**config.mk**
```make
export PLATFORM = sky130hd
export DESIGN_NAME = spu_arf_key_seq
export DESIGN_NICKNAME = d
export VERILOG_FILES = /design/src/rtl/spu_arf_key_seq_pkg.sv /design/src/rtl/spu_arf_key_seq_cnt.sv /design/src/rtl/spu_arf_key_seq.sv
export SDC_FILE = /design/constraint.sdc
export NUM_CORES = 1
export LEC_CHECK = 0
export ABC_CLOCK_PERIOD_IN_PS = 6300
export CORE_ASPECT_RATIO = 1.75
export CORE_UTILIZATION = 33
export CTS_BUF_LIST = sky130_fd_sc_hd__clkbuf_4
export CTS_CLUSTER_SIZE = 12
export DETAILED_ROUTE_END_ITERATION = 10
export HOLD_SLACK_MARGIN = 0.08
export PLACE_DENSITY = 0.89
export SLEW_MARGIN = 20
export SYNTH_ARGS = -nofsm -noshare
export SYNTH_HDL_FRONTEND = slang
export SYNTH_SLANG_ARGS = --single-unit
```
**constraint.sdc**
```tcl
create_clock -name l2clk -period 6.3 [get_ports l2clk]
set_clock_uncertainty 0.05 [all_clocks]
set_input_delay 1.26 -clock l2clk [delete_from_list [all_inputs] [get_ports l2clk]]
set_output_delay 1.26 -clock l2clk [all_outputs]
set_load 0.005 [all_outputs]
```
**src/rtl/spu_arf_key_seq_pkg.sv**
```systemverilog
// rtl/spu_arf_key_seq_pkg.sv - shared types and constants for the round-key sequencer
package spu_arf_key_seq_pkg;

    localparam int KIDX_W = 4;

    localparam logic [KIDX_W-1:0] AES128_ROUNDS = 4'd10;
    localparam logic [KIDX_W-1:0] AES192_ROUNDS = 4'd12;
    localparam logic [KIDX_W-1:0] AES256_ROUNDS = 4'd14;

    typedef enum logic [1:0] {
        ST_IDLE  = 2'd0,
        ST_RUN   = 2'd1,
        ST_DRAIN = 2'd2
    } state_e;

    function automatic logic legal_rounds(input logic [KIDX_W-1:0] n);
        return (n == AES128_ROUNDS) || (n == AES192_ROUNDS) || (n == AES256_ROUNDS);
    endfunction

endpackage

```
**src/rtl/spu_arf_key_seq_cnt.sv**
```systemverilog
// rtl/spu_arf_key_seq_cnt.sv - sequence index counter with modulo-16 address and terminal detect
module spu_arf_key_seq_cnt
    import spu_arf_key_seq_pkg::*;
(
    input  logic              i_clk,
    input  logic              i_rst,
    input  logic              i_load,
    input  logic              i_adv,
    input  logic [KIDX_W-1:0] i_base,
    input  logic [KIDX_W-1:0] i_total,
    output logic [KIDX_W-1:0] o_cnt,
    output logic [KIDX_W-1:0] o_addr,
    output logic              o_term
);

    logic [KIDX_W-1:0] r_cnt;
    logic [KIDX_W-1:0] r_base;
    logic [KIDX_W-1:0] r_total;

    always_ff @(posedge i_clk) begin
        if (i_rst) begin
            r_cnt   <= '0;
            r_base  <= '0;
            r_total <= '0;
        end else if (i_load) begin
            r_cnt   <= '0;
            r_base  <= i_base;
            r_total <= i_total;
        end else if (i_adv) begin
            r_cnt   <= r_cnt + 4'd1;
        end
    end

    // 4-bit add wraps naturally, giving the modulo-16 entry address
    assign o_cnt  = r_cnt;
    assign o_addr = r_base + r_cnt;
    assign o_term = (r_cnt == r_total - 4'd1);

endmodule

```
**src/rtl/spu_arf_key_seq.sv**
```systemverilog
// rtl/spu_arf_key_seq.sv - AES round-key read sequencer with key-load arbitration for the key array
module spu_arf_key_seq
    import spu_arf_key_seq_pkg::*;
#(
    parameter int NKEY_MAX = 15
) (
    input  logic              l2clk,
    input  logic              rst,
    input  logic              ld_valid,
    input  logic [3:0]        ld_addr,
    input  logic              ld_half,
    input  logic [63:0]       ld_data,
    output logic              ld_ready,
    input  logic              ks_start,
    input  logic [3:0]        ks_base,
    input  logic [3:0]        ks_nrounds,
    input  logic              ks_stall,
    input  logic              ks_abort,
    output logic              ks_busy,
    output logic              ks_key_valid,
    output logic [3:0]        ks_key_idx,
    output logic              ks_last,
    output logic              ks_err,
    output logic              arf_rd_enable,
    output logic [3:0]        arf_rd_addr,
    output logic [1:0]        arf_wr_enable,
    output logic [3:0]        arf_wr_addr,
    output logic [63:0]       arf_wr_data
);

    state_e            r_state;
    logic              r_err;
    logic              r_kv;
    logic              r_last;
    logic [KIDX_W-1:0] r_kidx;

    logic              w_legal;
    logic              w_load;
    logic              w_rd;
    logic              w_wr;
    logic              w_term;
    logic [KIDX_W-1:0] w_cnt;
    logic [KIDX_W-1:0] w_addr;
    logic [KIDX_W-1:0] w_total;

    assign w_legal = legal_rounds(ks_nrounds) && (({28'd0, ks_nrounds} + 32'd1) <= NKEY_MAX);
    assign w_total = ks_nrounds + 4'd1;
    assign w_load  = (r_state == ST_IDLE) && ks_start && w_legal;
    assign w_rd    = (r_state == ST_RUN) && !ks_stall && !rst;

    spu_arf_key_seq_cnt u_cnt (
        .i_clk   (l2clk),
        .i_rst   (rst),
        .i_load  (w_load),
        .i_adv   (w_rd),
        .i_base  (ks_base),
        .i_total (w_total),
        .o_cnt   (w_cnt),
        .o_addr  (w_addr),
        .o_term  (w_term)
    );

    // Reads win a same-entry collision; the load beat simply waits a cycle
    assign ld_ready      = !(w_rd && (w_addr == ld_addr));
    assign w_wr          = ld_valid && ld_ready && !rst;
    assign arf_wr_enable = w_wr ? (ld_half ? 2'b10 : 2'b01) : 2'b00;
    assign arf_wr_addr   = rst ? 4'd0 : ld_addr;
    assign arf_wr_data   = rst ? 64'd0 : ld_data;

    assign arf_rd_enable = w_rd;
    assign arf_rd_addr   = rst ? 4'd0 : w_addr;

    assign ks_busy       = (r_state != ST_IDLE);
    assign ks_key_valid  = r_kv;
    assign ks_key_idx    = r_kidx;
    assign ks_last       = r_last;
    assign ks_err        = r_err;

    always_ff @(posedge l2clk) begin
        if (rst) begin
            r_state <= ST_IDLE;
            r_err   <= 1'b0;
            r_kv    <= 1'b0;
            r_last  <= 1'b0;
            r_kidx  <= '0;
        end else begin
            r_err  <= 1'b0;
            r_kv   <= w_rd;
            r_last <= w_rd && w_term;
            if (w_rd) begin
                r_kidx <= w_cnt;
            end
            case (r_state)
                ST_IDLE: begin
                    if (ks_start) begin
                        if (w_legal) r_state <= ST_RUN;
                        else         r_err   <= 1'b1;
                    end
                end
                ST_RUN: begin
                    if (ks_abort)           r_state <= ST_IDLE;
                    else if (w_rd && w_term) r_state <= ST_DRAIN;
                end
                ST_DRAIN: r_state <= ST_IDLE;
                default:  r_state <= ST_IDLE;
            endcase
        end
    end

endmodule
```
==> reports/metrics.cfg, run 1 <==
[synth]
synth_common_cells=nor2b_1, dfxtp_1, a21oi_1, xnor2_1
async_reset_ff_share_pct=0
yosysUniqueCellTypes=37
synth.ff_latch_count=21
postSynthCellCount=208
yosysMostFrequentCell=nor2b_1
synth.cell_area_mm2=0.001680
synth-warning-count=0
synth_top_area_share_pct=26.06
yosysSeqAreaShare_pct=25.02
synth_enable_flop_cells=0
synthDominantAreaCellType=nor2b_1
synth_top_flop_cell=dfxtp_1
post_synth_main_area_contributors=nor2b_1, dfxtp_1, ha_1, xnor2_1, a21oi_1
mappedNetlistNets=301
syn_area_per_cell_um2=8.079

[clock_network]
tritoncts_clock_tree=done
clockRootBuffer=clkbuf_4
clkSlewWorstSetupHoldPaths_ns=0.11
cts_made_buffers=3
post_cts_resize_count=0
post-cts-setup-buffers=0
clock_latency_at_the_later_pin_of_the_worst_skew_pair_ns=0.30
clock_tree.buffer_depth=2
cts_max_level=1
holdBufCountCts=0
clock-sinks=21

[place]
dp.cells=418
detailedPlacementHpwl_um=4806
gpl.final_weighted_congestion=0.7942
placement.io_buffers=166
post-place-ws_ns=1.667

[critical_path]
regToRegEndpoint=r_state[0]
timing.critical_path.arrival_ns=3.27
timing.rr.start=u_cnt.r_total[0]
r2r_slack_ns=4.69
endpoint_kind=output pin
cp_data_required_time_ns=4.99
timing.critical_path.from_type=primary input
critical_path.max_fanout=7
crit_type=in -> out
reg2reg_depth=6

[drt]
vias_per_cell=4.806
pre_antenna_drt_iters=4
routed_via_count=2028
drtAntennaViolNets=0
drtIter0Drc=64
wl_per_cell_um=13.87
route.final.wire_length_um=5853
drc=0

[cells_and_area]
areaGrowthSynthToFinish_pct=101.9
antenna_cells=0
area.sequential_um2=420.4
design.final.nets=462
final_util_pct=68.76
instances_no_fill=422
post_route_cells_drive_above_1_share_pct=3.533
multi_input_area_mm2=0.001189
filler_cell_count=412

[power_and_ir_drop]
share_seq_of_total_power_pct=38.0
ir_drop_mv=0.1119
netSwitchingFraction_pct=25.46
leakage_nw=1.255
switchingPower_uw=91.99
share_of_power_burned_in_the_clock_network_pct=18.9
power_density_mw_per_mm2=106.5
cellInternalPower_uw=269.3
fraction_of_power_consumed_by_combinational_cells_pct=43.1

[timing]
worst_slew_pin_slew_ns=0.8884
finalHoldViolations=0
final-setup-viol-count=0
worst_slack_ns=1.722
achievable-frequency_mhz=218.4
max_slew_margin_pct=40.78
finalSetupTns_ns=0
report.final.slew_viol_count=0
minimum_clock_period_ns=4.578
timing.final.crit_share_pct=72.67
setup_repair_after_global_routing_missed_its_margin=false
final_hold_slack_ns=0.4447

[grt]
grt_pass1_wl_um=8618
groute.usage.overall_pct=19.83
grt_max_degree=95
antenna_violations_before_repair=0
first_global_vias=1809
gr-total-overflow=0

[job]
maxCapViolCount=0

[worst_hold_path]
hold_path.startpoint=ks_key_idx[1]
cell_depth_of_the_worst_min_delay_path=2
timing.hold.worst.class=reg -> reg
worstHoldEndpoint=ks_key_idx[1]

[die]
core.rowCount=34
die_area_mm2=0.005392
fp.dieH_um=96.40
die_w_um=55.94
core_region_area_mm2=0.004935
initial_util_pct=34.05
io-pin-count=167

[outcome]
run_status=complete, no violations

[placed cells by master, fill, tap and decap left out, types with 3 or more instances in the layout]
cell type        instances
nor2_1                   5
xnor2_1                 11
xor2_1                   6
a211oi_1                 3
clkdlybuf4s50_1        165
nor3_1                   8
ha_1                     9
nand2_1                  8
clkbuf_4                 4
o21ai_1                  5
a21oi_1                 13
dfxtp_1                 21
nor2b_1                 70
o21ai_0                  4
inv_1                    6
nand3_1                  8
[stage by stage]
stage	instance area, um^2	total power [mW]
after detailed placement	3363	0.2961
after CTS	3393	0.3634
after global placement	3363	0.2933
after global routing	3393	0.3793
final	3393	0.3613
after floorplan	1680	0.1912
[sequential cells by signal, indices dropped and copies added (netlist names)]
name           cells
ks_key_idx         4
u_cnt.o_cnt        4
u_cnt.r_base       4
u_cnt.r_total      4
r_state            2
ks_err             1
ks_key_valid       1
ks_last            1
[cells by family after synthesis]
family          after synthesis  share of synthesized area, %
fa+ha+maj                    10                         7.893
compound gates               32                         13.10
buf+inv                      17                         4.244
simple gates                109                         38.94
xor+xnor                     18                         10.20
mux                           1                        0.5957
flops                        21                         25.02
[per-layer routing]
metal	GRT usage [%]	up-vias	wire, um
met5	0	-	0
met4	6.098	0	125
met3	4.927	13	456
met2	39.76	109	3217
met1	19.85	900	2054
li1	-	1006	-
[critical path, stage by stage]
cell	delay, ns
clkdlybuf4s50_1	0.54
nor4b_4	0.45
nand3_1	0.14
nor2_1	0.24
a211oi_1	0.11
clkdlybuf4s50_1	0.51
[layout make-up]
type | instances | area share, %
multi-input cells | 170 | 35.03
inverters | 6 | 0.6637
clock buffers | 4 | 0.8850
repair buffers | 167 | 49.04
well taps | 54 | 1.991
flip-flops and latches | 21 | 12.39
[power by group through the flow]
stage | logic (mW) | clock network [mW] | registers (mW)
after floorplan | 0.0514 | 0 | 0.140
after global placement | 0.153 | 0 | 0.140
after detailed placement | 0.156 | 0 | 0.140
after CTS | 0.157 | 0.0691 | 0.137
after global routing | 0.167 | 0.0745 | 0.138
final | 0.156 | 0.0682 | 0.137
[worst max-delay path by stage]
stage	startpoint	to	depth (start not counted)
after floorplan	rst	arf_wr_enable[1]	4
after global placement	ks_stall	arf_wr_enable[1]	6
after detailed placement	ks_stall	arf_wr_enable[1]	6
after CTS	ks_stall	arf_wr_enable[1]	6
after global routing	ks_stall	arf_wr_enable[1]	6
final	ks_stall	arf_wr_enable[1]	6
No activity file was read; power rests on OpenSTA's default activity.
==> run 2, diff against run 1 <==
--- a/config.mk
+++ b/config.mk
@@ -5,14 +5,14 @@
 export SDC_FILE = /design/constraint.sdc
 export NUM_CORES = 1
 export LEC_CHECK = 0
-export ABC_CLOCK_PERIOD_IN_PS = 6300
+export ABC_CLOCK_PERIOD_IN_PS = 4150
 export CORE_ASPECT_RATIO = 1.75
-export CORE_UTILIZATION = 33
+export CORE_UTILIZATION = 28
 export CTS_BUF_LIST = sky130_fd_sc_hd__clkbuf_4
 export CTS_CLUSTER_SIZE = 12
 export DETAILED_ROUTE_END_ITERATION = 10
 export HOLD_SLACK_MARGIN = 0.08
-export PLACE_DENSITY = 0.89
+export PLACE_DENSITY = 0.8
 export SLEW_MARGIN = 20
 export SYNTH_ARGS = -nofsm -noshare
 export SYNTH_HDL_FRONTEND = slang
==> constraint.sdc (replaced) <==
create_clock -name l2clk -period 4.15 [get_ports l2clk]
set_clock_uncertainty 0.05 [all_clocks]
set_input_delay 0.83 -clock l2clk [delete_from_list [all_inputs] [get_ports l2clk]]
set_output_delay 0.83 -clock l2clk [all_outputs]
set_load 0.005 [all_outputs]
==> reports/metrics.cfg, run 2 (synthesis results as in run 1) <==
[outcome]
run_status=complete, no violations

[critical_path]
endpoint_kind=output pin
timing.rr.start=u_cnt.r_total[0]
crit_type=reg -> out
r2r_slack_ns=2.62  ; -2.07 ns
timing.critical_path.arrival_ns=2.75  ; -0.52 ns
cp_data_required_time_ns=3.27  ; -1.72 ns
timing.critical_path.from_type=register
crit_path_cell_trace=ha_1 -> fa_1 -> xnor2_1 -> nand3_1 -> nor2_1 -> a2111oi_2 -> clkdlybuf4s50_1
reg2reg_depth=6  ; unchanged
regToRegEndpoint=r_state[0]
critical_path.max_fanout=6  ; -1
critPathMaxStageDelay_ns=0.55  ; about the same
crit_slowest_cell=clkdlybuf4s50_1

[place]
detailedPlacementHpwl_um=5298  ; +10%
placedInstanceArea_mm2=0.003413  ; +1.5%
placement.io_buffers=166  ; unchanged
dp.cells=443  ; +6.0%
gpl.final_weighted_congestion=0.8142  ; +2.5%

[drt]
pre_antenna_drt_iters=4  ; unchanged
drtAntennaViolNets=0  ; unchanged
wl_per_cell_um=13.94  ; +0.54%
routed_via_count=2016  ; -0.59%
drc=0  ; unchanged
vias_per_cell=4.510  ; -6.2%
route.final.wire_length_um=6233  ; +6.5%
drtIter0Drc=53  ; -17%

[grt]
antenna_violations_before_repair=0  ; unchanged
gr-total-overflow=0  ; unchanged
grt_pass1_wl_um=8845  ; +2.6%
grt_max_degree=95  ; unchanged
groute.usage.overall_pct=18.43  ; -1.4 points
first_global_vias=1848  ; +2.2%

[timing]
max_slew_margin_pct=67.63  ; +27 points
minimum_clock_period_ns=3.628
final-setup-viol-count=0  ; unchanged
finalHoldViolations=0  ; unchanged
report.final.slew_viol_count=0  ; unchanged
worst_slew_pin_slew_ns=0.4845  ; -0.4038 ns
setup_repair_after_global_routing_missed_its_margin=false
finalSetupTns_ns=0  ; unchanged
achievable-frequency_mhz=275.6
timing.final.crit_share_pct=87.43

[die]
die_area_mm2=0.006327  ; +17%
fp.dieH_um=104.5  ; +8.4%
core.rowCount=37  ; +8.8%
io-pin-count=167  ; unchanged
die_w_um=60.56  ; +8.3%
initial_util_pct=28.81  ; -5.2 points
core_region_area_mm2=0.005833  ; +18%

[worst_hold_path]
cell_depth_of_the_worst_min_delay_path=2  ; unchanged
hold_path.startpoint=u_cnt.r_base[0]
worstHoldEndpoint=u_cnt.r_base[0]
timing.hold.worst.class=reg -> reg

[clock_network]
cts_made_buffers=3  ; unchanged
post-cts-setup-buffers=0  ; unchanged
holdBufCountCts=0  ; unchanged
clockRootBuffer=clkbuf_4
clock_tree.buffer_depth=2  ; unchanged
tritoncts_clock_tree=done
cts_max_level=1  ; unchanged
clock-sinks=21  ; unchanged
clkSlewWorstSetupHoldPaths_ns=0.11  ; about the same
post_cts_resize_count=0  ; unchanged
clock_latency_at_the_later_pin_of_the_worst_skew_pair_ns=0.30  ; about the same

[power_and_ir_drop]
leakage_nw=1.265  ; +0.80%
design_power_total_uw=552.3  ; +53%
ir_drop_mv=0.09752  ; -13%
power_density_mw_per_mm2=160.4  ; +51%

[cells_and_area]
areaGrowthSynthToFinish_pct=104.9
post_route_cells_drive_above_1_share_pct=3.794  ; +0.26 points
instances_no_fill=447  ; +5.9%
antenna_cells=0  ; unchanged
design.final.nets=463  ; +0.22%
final_cell_mix=clkdlybuf4s50_1, nor2b_1, dfxtp_1
most_common_cell_after_layout_fill_and_taps_aside=clkdlybuf4s50_1
stdcell_area_mm2=0.003443  ; +1.5%

[job]
maxCapViolCount=0  ; unchanged

## run 2: cell types whose count changed in the layout (fill, tap and decap cells not counted)
cell	previous run	this run
buf_12	0	1
## run 2: worst max-delay path, delay by kind of cell (launching register included)
kind	cells	cell delay, ns
xor gates and xnor gates	1	0.15
buffers and inverters	1	0.55
DFF	1	0.47
AOI/OAI and AO/OA	1	0.35
and+or+nand+nor	2	0.22
adders and majority gates	2	0.70
## run 2: cell type report
type,instances,area [um^2]
clock buffers,4,30.03
fillers,537,2390
inverters,6,22.52
multi-input cells,170,1189
flip-flops and latches,21,420.4
well taps,78,97.59
repair buffers,168,1684
## run 2: power breakdown
group,switching (mW),internal [mW],total (mW)
registers,0.00284,0.205,0.208
logic,0.0789,0.161,0.240
clock network,0.0602,0.0440,0.104
total,0.142,0.410,0.552
## run 2: worst max path at each step
stage                                   to      startpoint  cells after the start  slack [ns]
after floorplan           arf_wr_enable[0]  u_cnt.o_cnt[0]                      6        1.52
after global placement    arf_wr_enable[1]        ks_stall                      6        0.60
after detailed placement  arf_wr_enable[1]        ks_stall                      6        0.55
after CTS                 arf_wr_enable[0]  u_cnt.o_cnt[0]                      7        0.51
after global routing      arf_wr_enable[0]  u_cnt.o_cnt[0]                      7        0.34
final                     arf_wr_enable[0]  u_cnt.o_cnt[0]                      7        0.52
## run 2: stage by stage
stage | utilization [%] | hold slack, ns | setup slack [ns]
floorplan | - | 0.4130 | 1.516
global placement | 58.52 | 0.4165 | 0.6042
detailed placement | 58.52 | 0.4294 | 0.5516
CTS | 59.03 | 0.4470 | 0.5114
global route | 59.03 | 0.4678 | 0.3431
finish | 59.03 | 0.4455 | 0.5217
## run 2: layer usage
metal | global-route usage (%) | vias up | share of wire (%)
li1 | - | 1010 | -
met1 | 19.74 | 904 | 39
met2 | 34.30 | 94 | 51
met3 | 2.985 | 8 | 8.4
met4 | 6.169 | 0 | 1.9
met5 | 0 | - | 0
==> run 3, diff against run 2 <==
--- a/config.mk
+++ b/config.mk
@@ -7,13 +7,14 @@
 export LEC_CHECK = 0
 export ABC_CLOCK_PERIOD_IN_PS = 4150
 export CORE_ASPECT_RATIO = 1.75
-export CORE_UTILIZATION = 28
+export CORE_UTILIZATION = 27
 export CTS_BUF_LIST = sky130_fd_sc_hd__clkbuf_4
 export CTS_CLUSTER_SIZE = 12
 export DETAILED_ROUTE_END_ITERATION = 10
 export HOLD_SLACK_MARGIN = 0.08
-export PLACE_DENSITY = 0.8
+export PLACE_DENSITY = 0.78
 export SLEW_MARGIN = 20
 export SYNTH_ARGS = -nofsm -noshare
 export SYNTH_HDL_FRONTEND = slang
+export SYNTH_HIERARCHICAL = 1
 export SYNTH_SLANG_ARGS = --single-unit
==> reports/metrics.cfg, run 3 <==
[power_and_ir_drop]
leakage_nw=1.298  ; +2.6%
power_density_mw_per_mm2=156.2  ; -2.6%
netSwitchingFraction_pct=24.00  ; -1.7 points
ir_drop_mv=0.1056  ; +8.3%
share_seq_of_total_power_pct=38.6  ; +0.9 points
share_of_power_burned_in_the_clock_network_pct=18.5  ; -0.4 points
switchingPower_uw=128.8  ; -9.3%
cellInternalPower_uw=407.9  ; -0.59%
fraction_of_power_consumed_by_combinational_cells_pct=42.9  ; -0.5 points

[cells_and_area]
instances_no_fill=443  ; -0.89%
areaGrowthSynthToFinish_pct=105.3
design.final.nets=459  ; -0.86%
final_cell_mix=clkdlybuf4s50_1, nor2b_1, dfxtp_1
antenna_cells=0  ; unchanged
most_common_cell_after_layout_fill_and_taps_aside=clkdlybuf4s50_1
post_route_cells_drive_above_1_share_pct=4.384  ; +0.59 points
stdcell_area_mm2=0.003437  ; -0.18%

[timing]
finalHoldViolations=0  ; unchanged
worst_slew_pin_slew_ns=0.6179  ; +0.1333 ns
setup_repair_after_global_routing_missed_its_margin=false
timing.final.crit_share_pct=92.05  ; +4.6 points
achievable-frequency_mhz=261.8  ; -5.0%
max_slew_margin_pct=58.81  ; -8.8 points
minimum_clock_period_ns=3.820  ; +0.1919 ns
final-setup-viol-count=0  ; unchanged
report.final.slew_viol_count=0  ; unchanged
finalSetupTns_ns=0  ; unchanged

[critical_path]
timing.critical_path.from_type=register
cp_data_required_time_ns=3.27  ; about the same
worstSetupStartpoint=u_cnt/o_cnt[0]
regToRegEndpoint=r_state[0]
r2r_slack_ns=2.30  ; -0.32 ns
timing.critical_path.max_delay_family=buffers and inverters
crit_slowest_cell=clkdlybuf4s50_1
crit_path_cell_trace=ha_1 -> inv_1 -> fa_1 -> xnor2_1 -> xor2_1 -> nor4_2 -> a2111oi_1 -> clkdlybuf4s50_1
cp.buffers_inverters=2  ; +1
endpoint_kind=output pin
reg2reg_depth=7  ; +1
crit_type=reg -> out
timing.rr.start=u_cnt/r_total[0]
critical_path.max_fanout=6  ; unchanged
timing.critical_path.arrival_ns=2.94  ; +0.19 ns
critPathMaxStageDelay_ns=0.59  ; +0.04 ns

[drt]
route.final.wire_length_um=6193  ; -0.64%
drc=0  ; unchanged
pre_antenna_drt_iters=4  ; unchanged
vias_per_cell=4.366  ; -3.2%
drtAntennaViolNets=0  ; unchanged
drtIter0Drc=50  ; -5.7%
routed_via_count=1934  ; -4.1%
wl_per_cell_um=13.98  ; +0.26%

[place]
dp.cells=439  ; -0.90%
placement.io_buffers=166  ; unchanged
detailedPlacementHpwl_um=5333  ; +0.67%
gpl.final_weighted_congestion=0.7333  ; -9.9%
placedInstanceArea_mm2=0.003407  ; -0.18%

[synth]
synth.ff_latch_count=21  ; unchanged
yosysUniqueCellTypes=32  ; -14%
synth_top_area_share_pct=27.28  ; +1.2 points
synth-warning-count=6  ; +6
mappedNetlistNets=295  ; -2.0%
post_synth_main_area_contributors=nor2b_1, dfxtp_1, mux2i_1, ha_1, xnor2_1
syn_area_per_cell_um2=8.288  ; +2.6%
synth_top_flop_cell=dfxtp_1
synth_enable_flop_cells=0  ; unchanged
synthDominantAreaCellType=nor2b_1
synth.cell_area_mm2=0.001674  ; -0.37%
postSynthCellCount=202  ; -2.9%
async_reset_ff_share_pct=0  ; unchanged
yosysMostFrequentCell=nor2b_1
yosysSeqAreaShare_pct=25.11  ; +0.093 points
synth_common_cells=nor2b_1, dfxtp_1, nor2_1, mux2i_1, inv_1

[grt]
first_global_vias=1827  ; -1.1%
grt_max_degree=33  ; -65%
gr-total-overflow=0  ; unchanged
antenna_violations_before_repair=2  ; +2
groute.usage.overall_pct=17.72  ; -0.71 points
grt_pass1_wl_um=8735  ; -1.2%

[clock_network]
clock_latency_at_the_later_pin_of_the_worst_skew_pair_ns=0.29  ; about the same
clock_tree.buffer_depth=2  ; unchanged
cts_max_level=1  ; unchanged
tritoncts_clock_tree=done
clockRootBuffer=clkbuf_4
clkSlewWorstSetupHoldPaths_ns=0.11  ; about the same
cts_made_buffers=3  ; unchanged
post-cts-setup-buffers=0  ; unchanged
holdBufCountCts=0  ; unchanged
clock-sinks=21  ; unchanged
post_cts_resize_count=0  ; unchanged

[die]
io-pin-count=167  ; unchanged
core_region_area_mm2=0.005926  ; +1.6%
die_area_mm2=0.006532  ; +3.2%
initial_util_pct=28.25  ; -0.56 points
core.rowCount=37  ; unchanged
die_w_um=61.53  ; +1.6%
fp.dieH_um=106.2  ; +1.6%

[outcome]
run_status=complete, no violations

[worst_hold_path]
hold_path.startpoint=ks_key_idx[1]
cell_depth_of_the_worst_min_delay_path=2  ; unchanged
worstHoldEndpoint=ks_key_idx[1]
timing.hold.worst.class=reg -> reg

[job]
maxCapViolCount=0  ; unchanged

-- run 3: cell types whose count changed after synthesis, sizes merged, moves of 2 or more --
cell / change
a211oi: -3
a21oi: -11
inv: +5
mux2i: +12
nand2: -4
nand3: -6
nor2: +8
nor2b: +3
nor3: -2
o21ai: -9
xor2: +2
-- run 3: final cells by class --
| cell class | count | area (um^2) |
|---|---|---|
| clock buffers | 4 | 30.03 |
| fillers | 580 | 2489 |
| inverters | 12 | 45.04 |
| multi-input cells | 158 | 1157 |
| flip-flops and latches | 21 | 420.4 |
| well taps | 78 | 97.59 |
| repair buffers | 170 | 1687 |
-- run 3: cell families (layout without fill, tap and decap cells) --
kind of cell | after synthesis | after routing | share of synthesized area, %
compound gates | 8 | 8 | 3.886
xor+xnor | 18 | 18 | 9.417
fa+ha+maj | 10 | 10 | 7.922
buf+inv | 23 | 186 | 5.755
flops | 21 | 21 | 25.11
mux | 13 | 13 | 7.773
simple gates | 109 | 109 | 40.13
-- run 3: per-stage QoR --
stage | hold WS (ns) | utilization (%) | setup slack [ns] | power (mW)
after floorplan | 0.4146 | - | 1.354 | 0.2821
after global placement | 0.4254 | 57.50 | 0.6609 | 0.4394
after detailed placement | 0.4350 | 57.50 | 0.5726 | 0.4440
after CTS | 0.4641 | 58.00 | 0.2750 | 0.5444
after global routing | 0.5054 | 58.00 | 0.04401 | 0.5668
final | 0.4597 | 58.00 | 0.3298 | 0.5367
-- run 3: power by group through the flow --
stage	Clock (mW)	Sequential, mW	Combinational (mW)
after detailed placement	0	0.212	0.232
final	0.0990	0.207	0.230
after global routing	0.111	0.208	0.248
after CTS	0.104	0.207	0.233
after global placement	0	0.212	0.228
after floorplan	0	0.211	0.0706
-- run 3: worst max path at each step --
stage	to	depth (start not counted)	slack (ns)
after CTS	arf_wr_enable[0]	8	0.28
after floorplan	arf_wr_enable[0]	7	1.35
after detailed placement	arf_wr_enable[0]	5	0.57
after global placement	arf_wr_enable[0]	5	0.66
final	arf_wr_enable[0]	8	0.33
after global routing	arf_wr_enable[0]	8	0.04
-- run 3: layer usage --
layer | wire (um) | track usage [%] | vias up | part of all wire, %
li1 | - | - | 972 | -
met1 | 2217 | 18.75 | 876 | 36
met2 | 3279 | 32.95 | 78 | 53
met3 | 627 | 4.988 | 6 | 10
met4 | 55 | 3.651 | 2 | 0.89
met5 | 13 | 0 | - | 0.21
-- run 3: worst reg2reg max path, stage by stage (launching register included) --
cell     delay (ns)
dfxtp_1        0.41
inv_1          0.06
ha_1           0.31
xnor2_1        0.13
nor4_1         0.36
nor2b_1        0.21
nor3_2         0.05
a41o_1         0.19
